## config.mk

```make
export PLATFORM = sky130hd
export DESIGN_NAME = spi_cmd_ctrl_flat
export DESIGN_NICKNAME = d
export VERILOG_FILES = /design/src/rtl/pwm_spi_pkg.sv /design/src/rtl/spi_cmd_ctrl_if.sv /design/src/rtl/spi_cmd_ctrl.sv /design/src/flat_wrapper.sv
export SDC_FILE = /design/constraint.sdc
export NUM_CORES = 1
export LEC_CHECK = 0
export CAP_MARGIN = 20
export CORE_MARGIN = 3
export CORE_UTILIZATION = 50
export DETAILED_ROUTE_END_ITERATION = 8
export PLACE_DENSITY = 0.87
export SLEW_MARGIN = 20
export SYNTH_ARGS = -nofsm -noshare
export SYNTH_HDL_FRONTEND = slang
export SYNTH_SLANG_ARGS = --single-unit
```

## constraint.sdc

```tcl
create_clock -name clk -period 2.9 [get_ports clk]
set_clock_uncertainty 0.05 [all_clocks]
set_input_delay 0.29 -clock clk [delete_from_list [all_inputs] [get_ports clk]]
set_output_delay 0.29 -clock clk [all_outputs]
set_load 0.05 [all_outputs]
```

## src/rtl/pwm_spi_pkg.sv

```systemverilog
// Shared types and constants for the SPI command sequencer and its peers.
package pwm_spi_pkg;

  // Address width of the register file port.
  localparam int ADDR_W = 6;

  // Command byte bit that selects write (1) versus read (0).
  localparam int CMD_WR_BIT = 7;

  // Default constant upper nibble of the status byte.
  localparam logic [3:0] STATUS_ID_DEFAULT = 4'hA;

  // Sequencer states: waiting for a command, streaming writes, streaming reads.
  typedef enum logic [1:0] {
    S_CMD = 2'd0,
    S_WR  = 2'd1,
    S_RD  = 2'd2
  } state_t;

endpackage

```

## src/rtl/spi_cmd_ctrl_if.sv

```systemverilog
// Bus between the SPI byte bridge / register file and the command sequencer.
//
// Handshake: byte_sync is a one-cycle pulse qualifying data_in; there is no
// back-pressure. data_out is level-held and sampled by the bridge at each
// byte boundary. reg_we / reg_re are one-cycle strobes qualifying reg_addr
// (and reg_wdata for writes); reg_rdata is valid the cycle after reg_re.
interface spi_cmd_ctrl_if;
  import pwm_spi_pkg::*;

  logic              byte_sync;
  logic [7:0]        data_in;
  logic [7:0]        data_out;
  logic [ADDR_W-1:0] reg_addr;
  logic [7:0]        reg_wdata;
  logic              reg_we;
  logic              reg_re;
  logic [7:0]        reg_rdata;

  // Sequencer side.
  modport master (
    input  byte_sync, data_in, reg_rdata,
    output data_out, reg_addr, reg_wdata, reg_we, reg_re
  );

  // Bridge / register-file side.
  modport slave (
    output byte_sync, data_in, reg_rdata,
    input  data_out, reg_addr, reg_wdata, reg_we, reg_re
  );

endinterface

```

## src/rtl/spi_cmd_ctrl.sv

```systemverilog
// Command sequencer between the SPI byte bridge and the PWM register file.
// First byte of a frame is the command (bit7 write/read, bits[5:0] address);
// following bytes are write data or read slots. Read data is pre-fetched onto
// data_out so it is ready at the next byte boundary.
// Build option: SPI_CMD_AUTOINC_EN enables burst address auto-increment.
module spi_cmd_ctrl
  import pwm_spi_pkg::*;
#(
  parameter int         NUM_REGS  = 16,
  parameter logic [3:0] STATUS_ID = STATUS_ID_DEFAULT
) (
  input  logic            clk,
  input  logic            rst_n,
  input  logic            cs_n,
  spi_cmd_ctrl_if.master  bus,
  output logic            err,
  output state_t          dbg_state
);

  state_t            state_q, state_d;
  logic [ADDR_W-1:0] cur_q, cur_d;       // running frame address
  logic [ADDR_W-1:0] addr_q, addr_d;     // address presented to the reg file
  logic [7:0]        wdata_q, wdata_d;
  logic              we_q, we_d;
  logic              re_q, re_d;
  logic              oor_q, oor_d;       // read slot targeting a missing register
  logic              cap_q, cap_d;       // capture read result this cycle
  logic              cap_oor_q, cap_oor_d;
  logic              err_q, err_d;
  logic              armed_q, armed_d;   // cs_n seen high since reset
  logic [7:0]        data_out_q, data_out_d;

  logic              accept;
  logic [ADDR_W-1:0] nxt_addr;

  // Address step between data bytes: saturating increment or hold.
  function automatic logic [ADDR_W-1:0] addr_adv(input logic [ADDR_W-1:0] a);
`ifdef SPI_CMD_AUTOINC_EN
    return (a == {ADDR_W{1'b1}}) ? a : a + 6'd1;
`else
    return a;
`endif
  endfunction

  function automatic logic addr_ok(input logic [ADDR_W-1:0] a);
    return 32'(a) < NUM_REGS;
  endfunction

  // A byte counts only inside a frame that began after the last reset.
  assign accept = bus.byte_sync && !cs_n && armed_q;

  // Next-state, strobe and data_out computation.
  always_comb begin
    state_d    = state_q;
    cur_d      = cur_q;
    addr_d     = addr_q;
    wdata_d    = wdata_q;
    we_d       = 1'b0;
    re_d       = 1'b0;
    oor_d      = 1'b0;
    cap_d      = (re_q || oor_q) && !cs_n;
    cap_oor_d  = oor_q;
    err_d      = err_q;
    armed_d    = armed_q | cs_n;
    data_out_d = data_out_q;
    nxt_addr   = addr_adv(cur_q);

    if (cs_n) begin
      state_d = S_CMD;
    end else if (accept) begin
      unique case (state_q)
        S_CMD: begin
          // Status has already been shifted out at this boundary.
          err_d = 1'b0;
          cur_d = bus.data_in[ADDR_W-1:0];
          if (bus.data_in[CMD_WR_BIT]) begin
            state_d = S_WR;
          end else begin
            state_d = S_RD;
            addr_d  = bus.data_in[ADDR_W-1:0];
            if (addr_ok(bus.data_in[ADDR_W-1:0])) begin
              re_d = 1'b1;
            end else begin
              oor_d = 1'b1;
              err_d = 1'b1;
            end
          end
        end
        S_WR: begin
          addr_d  = cur_q;
          wdata_d = bus.data_in;
          if (addr_ok(cur_q)) we_d = 1'b1;
          else                err_d = 1'b1;
          cur_d = nxt_addr;
        end
        S_RD: begin
          cur_d  = nxt_addr;
          addr_d = nxt_addr;
          if (addr_ok(nxt_addr)) begin
            re_d = 1'b1;
          end else begin
            oor_d = 1'b1;
            err_d = 1'b1;
          end
        end
        default: state_d = S_CMD;
      endcase
    end

    if (state_d == S_CMD) begin
      data_out_d = {STATUS_ID, 3'b000, err_d};
    end else if (cap_q) begin
      data_out_d = cap_oor_q ? 8'h00 : bus.reg_rdata;
    end
  end

  // State and output registers.
  always_ff @(posedge clk or negedge rst_n) begin
    if (!rst_n) begin
      state_q    <= S_CMD;
      cur_q      <= '0;
      addr_q     <= '0;
      wdata_q    <= '0;
      we_q       <= 1'b0;
      re_q       <= 1'b0;
      oor_q      <= 1'b0;
      cap_q      <= 1'b0;
      cap_oor_q  <= 1'b0;
      err_q      <= 1'b0;
      armed_q    <= 1'b0;
      data_out_q <= {STATUS_ID, 4'b0000};
    end else begin
      state_q    <= state_d;
      cur_q      <= cur_d;
      addr_q     <= addr_d;
      wdata_q    <= wdata_d;
      we_q       <= we_d;
      re_q       <= re_d;
      oor_q      <= oor_d;
      cap_q      <= cap_d;
      cap_oor_q  <= cap_oor_d;
      err_q      <= err_d;
      armed_q    <= armed_d;
      data_out_q <= data_out_d;
    end
  end

  assign bus.data_out  = data_out_q;
  assign bus.reg_addr  = addr_q;
  assign bus.reg_wdata = wdata_q;
  assign bus.reg_we    = we_q;
  assign bus.reg_re    = re_q;
  assign err           = err_q;
  assign dbg_state     = state_q;

endmodule

```

## src/flat_wrapper.sv

```systemverilog
// flat-port wrapper written by rule: the top's interface ports become plain ports
module spi_cmd_ctrl_flat import pwm_spi_pkg::*;
#(
  parameter int         NUM_REGS  = 16,
  parameter logic [3:0] STATUS_ID = STATUS_ID_DEFAULT
)
  (clk, rst_n, cs_n, err, dbg_state, bus_byte_sync, bus_data_in, bus_reg_rdata, bus_data_out, bus_reg_addr, bus_reg_wdata, bus_reg_we, bus_reg_re);
  spi_cmd_ctrl_if bus_i ();
  input  logic clk;
  input  logic rst_n;
  input  logic cs_n;
  output logic err;
  output state_t dbg_state;
  input wire logic [$bits(bus_i.byte_sync)-1:0] bus_byte_sync;
  input wire logic [$bits(bus_i.data_in)-1:0] bus_data_in;
  input wire logic [$bits(bus_i.reg_rdata)-1:0] bus_reg_rdata;
  output wire logic [$bits(bus_i.data_out)-1:0] bus_data_out;
  output wire logic [$bits(bus_i.reg_addr)-1:0] bus_reg_addr;
  output wire logic [$bits(bus_i.reg_wdata)-1:0] bus_reg_wdata;
  output wire logic [$bits(bus_i.reg_we)-1:0] bus_reg_we;
  output wire logic [$bits(bus_i.reg_re)-1:0] bus_reg_re;
  assign bus_i.byte_sync = bus_byte_sync;
  assign bus_i.data_in = bus_data_in;
  assign bus_i.reg_rdata = bus_reg_rdata;
  assign bus_data_out = bus_i.data_out;
  assign bus_reg_addr = bus_i.reg_addr;
  assign bus_reg_wdata = bus_i.reg_wdata;
  assign bus_reg_we = bus_i.reg_we;
  assign bus_reg_re = bus_i.reg_re;
  spi_cmd_ctrl #(.NUM_REGS(NUM_REGS), .STATUS_ID(STATUS_ID)) u_core (.clk(clk), .rst_n(rst_n), .cs_n(cs_n), .bus(bus_i), .err(err), .dbg_state(dbg_state));
endmodule
```

Yosys cells after proc, flatten, opt, wreduce, memory -nomap -nowiden

Index checks and enable logic that the tools add are counted.

Magnitude comparators: 2
Eq/ne operators: 3
Mux-type cells: 28
Bitwise logic cells: 2
Reductions and logical operators: 13

Operator list:

| cell                                                                 | count |
|---|---|
| 8-bit two-way mux                                                    | 3 |
| 1-bit two-way mux                                                    | 16 |
| 6-bit by 5-bit < comparator with 1-bit output, second input constant | 2 |
| 6-bit case mux with 2 select lines                                   | 1 |
| 2-bit two-way mux                                                    | 3 |
| 6-bit two-way mux                                                    | 1 |
| 1-bit case mux with 2 select lines                                   | 3 |
| 3-bit AND reduction                                                  | 2 |
| 2-bit zero test                                                      | 2 |
| 2-bit case mux with 2 select lines                                   | 1 |
| 4-bit AND reduction                                                  | 1 |
| 2-bit nonzero test                                                   | 2 |
| 1-bit logical AND                                                    | 3 |
| 2-bit by 1-bit == test with 1-bit output, second input constant      | 1 |
| 2-bit == test, second input constant                                 | 1 |
| 2-bit != test, second input constant                                 | 1 |
| 2-bit OR reduction                                                   | 1 |
| 1-bit zero test                                                      | 1 |
| 1-bit logical OR                                                     | 1 |
| 1-bit NOT                                                            | 1 |
| 1-bit bitwise OR                                                     | 1 |

Bits in registers: 37
Input port bits: 20
Logic and storage cells: 60

Depth between registers and ports, before layout

Depth after elaboration: 7
Mapped depth: 6
Gate-level depth less buffers: 5

Worst setup path after synthesis

OpenSTA, ideal clock, no wires.

Kind: flip-flop to flip-flop
Start point: register u_core.state_q[0] (netlist: u_core.dbg_state[0])
End point: register u_core.data_out_q[0] (netlist: u_core.bus.data_out[0])
Library setup time: 145 ps
Arrival time: 1886 ps
Path slack: 819 ps
Cell stages (with the launch flop): 6
Buffers on the path: 0
Period minus slack after synthesis: 2081 ps
Path through: dfrtp_1 > inv_1 > ha_1 > nor2b_1 > a2111oi_0 > o41ai_1

Word-level cells in the longest chain between the ends: 7
Elaborated cells between the ends (all ways): 13
Those cells by class: 2 x eq/ne; 7 x mux; 4 x reduce/logical

Ends and longest elaborated chain:

| what                                                                      | RTL line            | text |
|---|---|---|
| start: declaration                                                        | spi_cmd_ctrl.sv:20  | `state_t state_q, state_d;` |
| start signal: assignment                                                  | spi_cmd_ctrl.sv:133 | `state_q <= state_d;` |
| 2-bit by 1-bit == test with 1-bit output or 2-bit == test (tied branches) | spi_cmd_ctrl.sv:71  | `unique case (state_q)` |
| 2-bit OR reduction (no line)                                              | --                  |  |
| 2-bit case mux with 2 select lines                                        | spi_cmd_ctrl.sv:71  |  |
| 2-bit two-way mux                                                         | spi_cmd_ctrl.sv:70  | `end else if (accept) begin` |
| 2-bit two-way mux                                                         | spi_cmd_ctrl.sv:68  | `if (cs_n) begin` |
| 2-bit zero test                                                           | spi_cmd_ctrl.sv:110 | `if (state_d == S_CMD) begin` |
| 8-bit two-way mux or 2-bit nonzero test (tied branches)                   | --                  |  |
| end signal: assignment                                                    | spi_cmd_ctrl.sv:131 | `data_out_q <= {STATUS_ID, 4'b0000};` |
| end signal: assignment                                                    | spi_cmd_ctrl.sv:144 | `data_out_q <= data_out_d;` |
| end: declaration                                                          | spi_cmd_ctrl.sv:31  | `logic [7:0] data_out_q, data_out_d;` |

Several ways; a longest one is shown, not always the timed one.
A chain may end at the register's enable or synchronous reset.

Final worst setup path

Same ends and word-level chain as after synthesis.

==> results.toml <==
[routing]
avgViaCountPerCell = 5.53
routed_wl_mm = 3.64
vias = 1261
drt_first_pass_iters = 4
drc = 0
avgRoutedWirePerCell_um = 16.0
drtIter0Drc = 67
ant_nets = 0

[clock_network]
clk_pin_slew_ns = 0.11
postCtsHoldBufs = 0
htreeDepth = 2
clock_latency_ns = 0.34
clock-sinks = 37
root_buffer = "clkbuf_4"
cts_max_path_buffers = 2
numCtsBuffers = 5
post_cts_buffers = 0
cts_tree = "built"
post_cts_resized = 0

[critical_path]
critPathTopFamily = "compound AO/OA/AOI/OAI gates"
critPathArrivalTime_ns = 2.27
crit_path_top_delay_cell = "a2111oi_0"
cp_cell_sequence = "inv_1 > ha_1 > nor2b_1 > a2111oi_0 > o41ai_1"
crit_path_start = "u_core.dbg_state[0]$_DFF_PN0_"
startpoint_type = "register"
required_ns = 3.05
critPathBufInv = 1
endpoint_kind = "register"
ff2ff_setup_slack_ns = 0.78
worstPathMaxFanout = 8
cpPeakStageDelay_ns = 0.67
setup.worst_path.class = "reg2reg"
r2r_start = "u_core.dbg_state[0]$_DFF_PN0_"

[floorplanning]
coreArea_um2 = 3080
chipWidth_um = 62.9
rows = 20
die_area_um2 = 3960
die_h_um = 62.9
start_util = 0.526
io_pins = 47

[timing]
drv_slew = 0
fmax_mhz = 471
tightest_slew_ns = 0.737
relSlewSlack = 0.496
tns_ns = 0
rsz0062_at_grt = "false"
fin_crit_sh = 0.732
finalSetupViolations = 0
hold_violations = 0
fin_crit_ns = 2.12
holdWs_ns = 0.307

[grt]
grtUsageTotal = 0.206
grt_pass1_vias = 1409
overflow = 0
grt_max_degree = 38
grt_pass1_wl_mm = 6.42
antenna_found_initial = 0

[pwr]
seqPwrFrac = 0.423
p_int_uw = 965
power_density_nw_per_um2 = 750
power_frac_clock = 0.156
p_switching_uw = 663
p_total_uw = 1630
swShare = 0.407
p_leak_uw = 0.000889
comb_power_share = 0.421
worst_ir_drop_vdd_mv = 0.642

[logic_synthesis]
synthArstFlopShare = 1.00
syn_area_um2 = 1620
synth_top_area_share = 0.541
syn_nets = 158
synth_warnings = 0
synth_cell_types = 31
avgSynthCellArea_um2 = 12.1
synth_seq_cells = 37
synth_flop_cell = "dfrtp_1"
synth-edff-count = 0
synth_area_leader_cell = "dfrtp_1"
synth_cells = 134
ys_seq_area_frac = 0.573
synth.area.top_cells = "dfrtp_1 (54%), mux2_2 (9.7%), mux2i_1 (3.7%)"

[layout]
antennaDiodeCount = 0
fin_nets = 207
syn_to_final_growth_pct = 34.1
ff_latch_area_um2 = 928
final_common_cell = "clkdlybuf4s50_1"
finish.utilization = 0.705
multi_input_comb_area_um2 = 657
final_cell_mix = "clkdlybuf4s50_1 (46), dfrtp_1 (35), mux2_2 (14)"
drive_above_1_share = 0.141
fillers = 243

[place]
numPortBuffers = 46
dp_hpwl_mm = 2.68
place_congestion = 0.855

[run]
cap_violations = 0

[worst_hold_path]
hp-class = "in2async"

[outcome]
status = "completed"
[cell type report]
cell class              instances  area share
well taps                      44      0.0254
repair buffers                 47       0.216
flip-flops and latches         37       0.428
inverters                       3     0.00519
clock buffers                   6      0.0190
clock inverters                 2     0.00461
multi-input cells              89       0.303
[worst paths after layout]
check,endpoint,cells after the start
min in group clk,u_core.cap_oor_q$_DFF_PN0_,0
max,u_core.bus.data_out[0]$_DFFE_PN0P_,5
min,u_core.bus.data_out[0]$_DFFE_PN0P_,2
max reg2reg,u_core.bus.data_out[0]$_DFFE_PN0P_,5
max in group asynchronous,u_core.bus.data_out[5]$_DFFE_PN1P_,2
min reg2reg,u_core.cap_oor_q$_DFF_PN0_,0
[stage by stage]
stage,setup WS (ns),cell area (um2),cells
final,0.778,2170,228
after global routing,0.627,2170,228
after CTS,0.802,2170,228
after detailed placement,0.801,2120,220
after global placement,0.909,2120,220
after floorplan,0.819,1620,134
[cell usage after synthesis, types with 3 or more instances]
cell	number
mux2i_1	6
ha_1	4
a22oi_1	4
nand3b_1	4
a21oi_1	11
nor2_1	9
dfrtp_1	35
a31oi_1	6
inv_1	3
nand2_1	7
mux2_2	14
buf_2	3
nor3_1	3
o21ai_0	3
[kinds of logic (layout without fill, tap and decap cells)]
| logic type | after synthesis | count (layout) | synth area share |
|---|---|---|---|
| buf+inv | 8 | 58 | 0.0209 |
| simple gates | 34 | 34 | 0.114 |
| flops | 37 | 37 | 0.573 |
| mux | 20 | 20 | 0.134 |
| fa+ha+maj | 4 | 4 | 0.0309 |
| compound gates | 31 | 31 | 0.126 |
[layer usage]
metal,part of all wire,vias to the layer above,wire [um],GRT usage
met5,0,-,0,0
met2,0.53,47,1930,0.373
li1,-,590,-,-
met3,0.085,5,311,0.0773
met4,0.0085,0,31,0.0689
met1,0.38,619,1370,0.217
[state kept, by name, indices dropped and copies added (netlist names)]
| signal | flops |
|---|---|
| u_core.bus.data_out | 8 |
| u_core.bus.reg_wdata | 8 |
| u_core.bus.reg_addr | 6 |
| u_core.cur_q | 6 |
| u_core.dbg_state | 2 |
| u_core.armed_q | 1 |
| u_core.bus.reg_re | 1 |
| u_core.bus.reg_we | 1 |
| u_core.cap_oor_d | 1 |
| u_core.cap_oor_q | 1 |
| u_core.cap_q | 1 |
| u_core.err | 1 |
[power by group through the flow]
stage	logic, uW	clock network, uW	registers (uW)
2_1_floorplan	158	0	971
3_3_place_gp	670	0	690
3_5_place_dp	687	0	695
4_1_cts	689	264	687
5_1_grt	720	288	704
6_report	685	254	688
(Power assumes the default switching activity.)
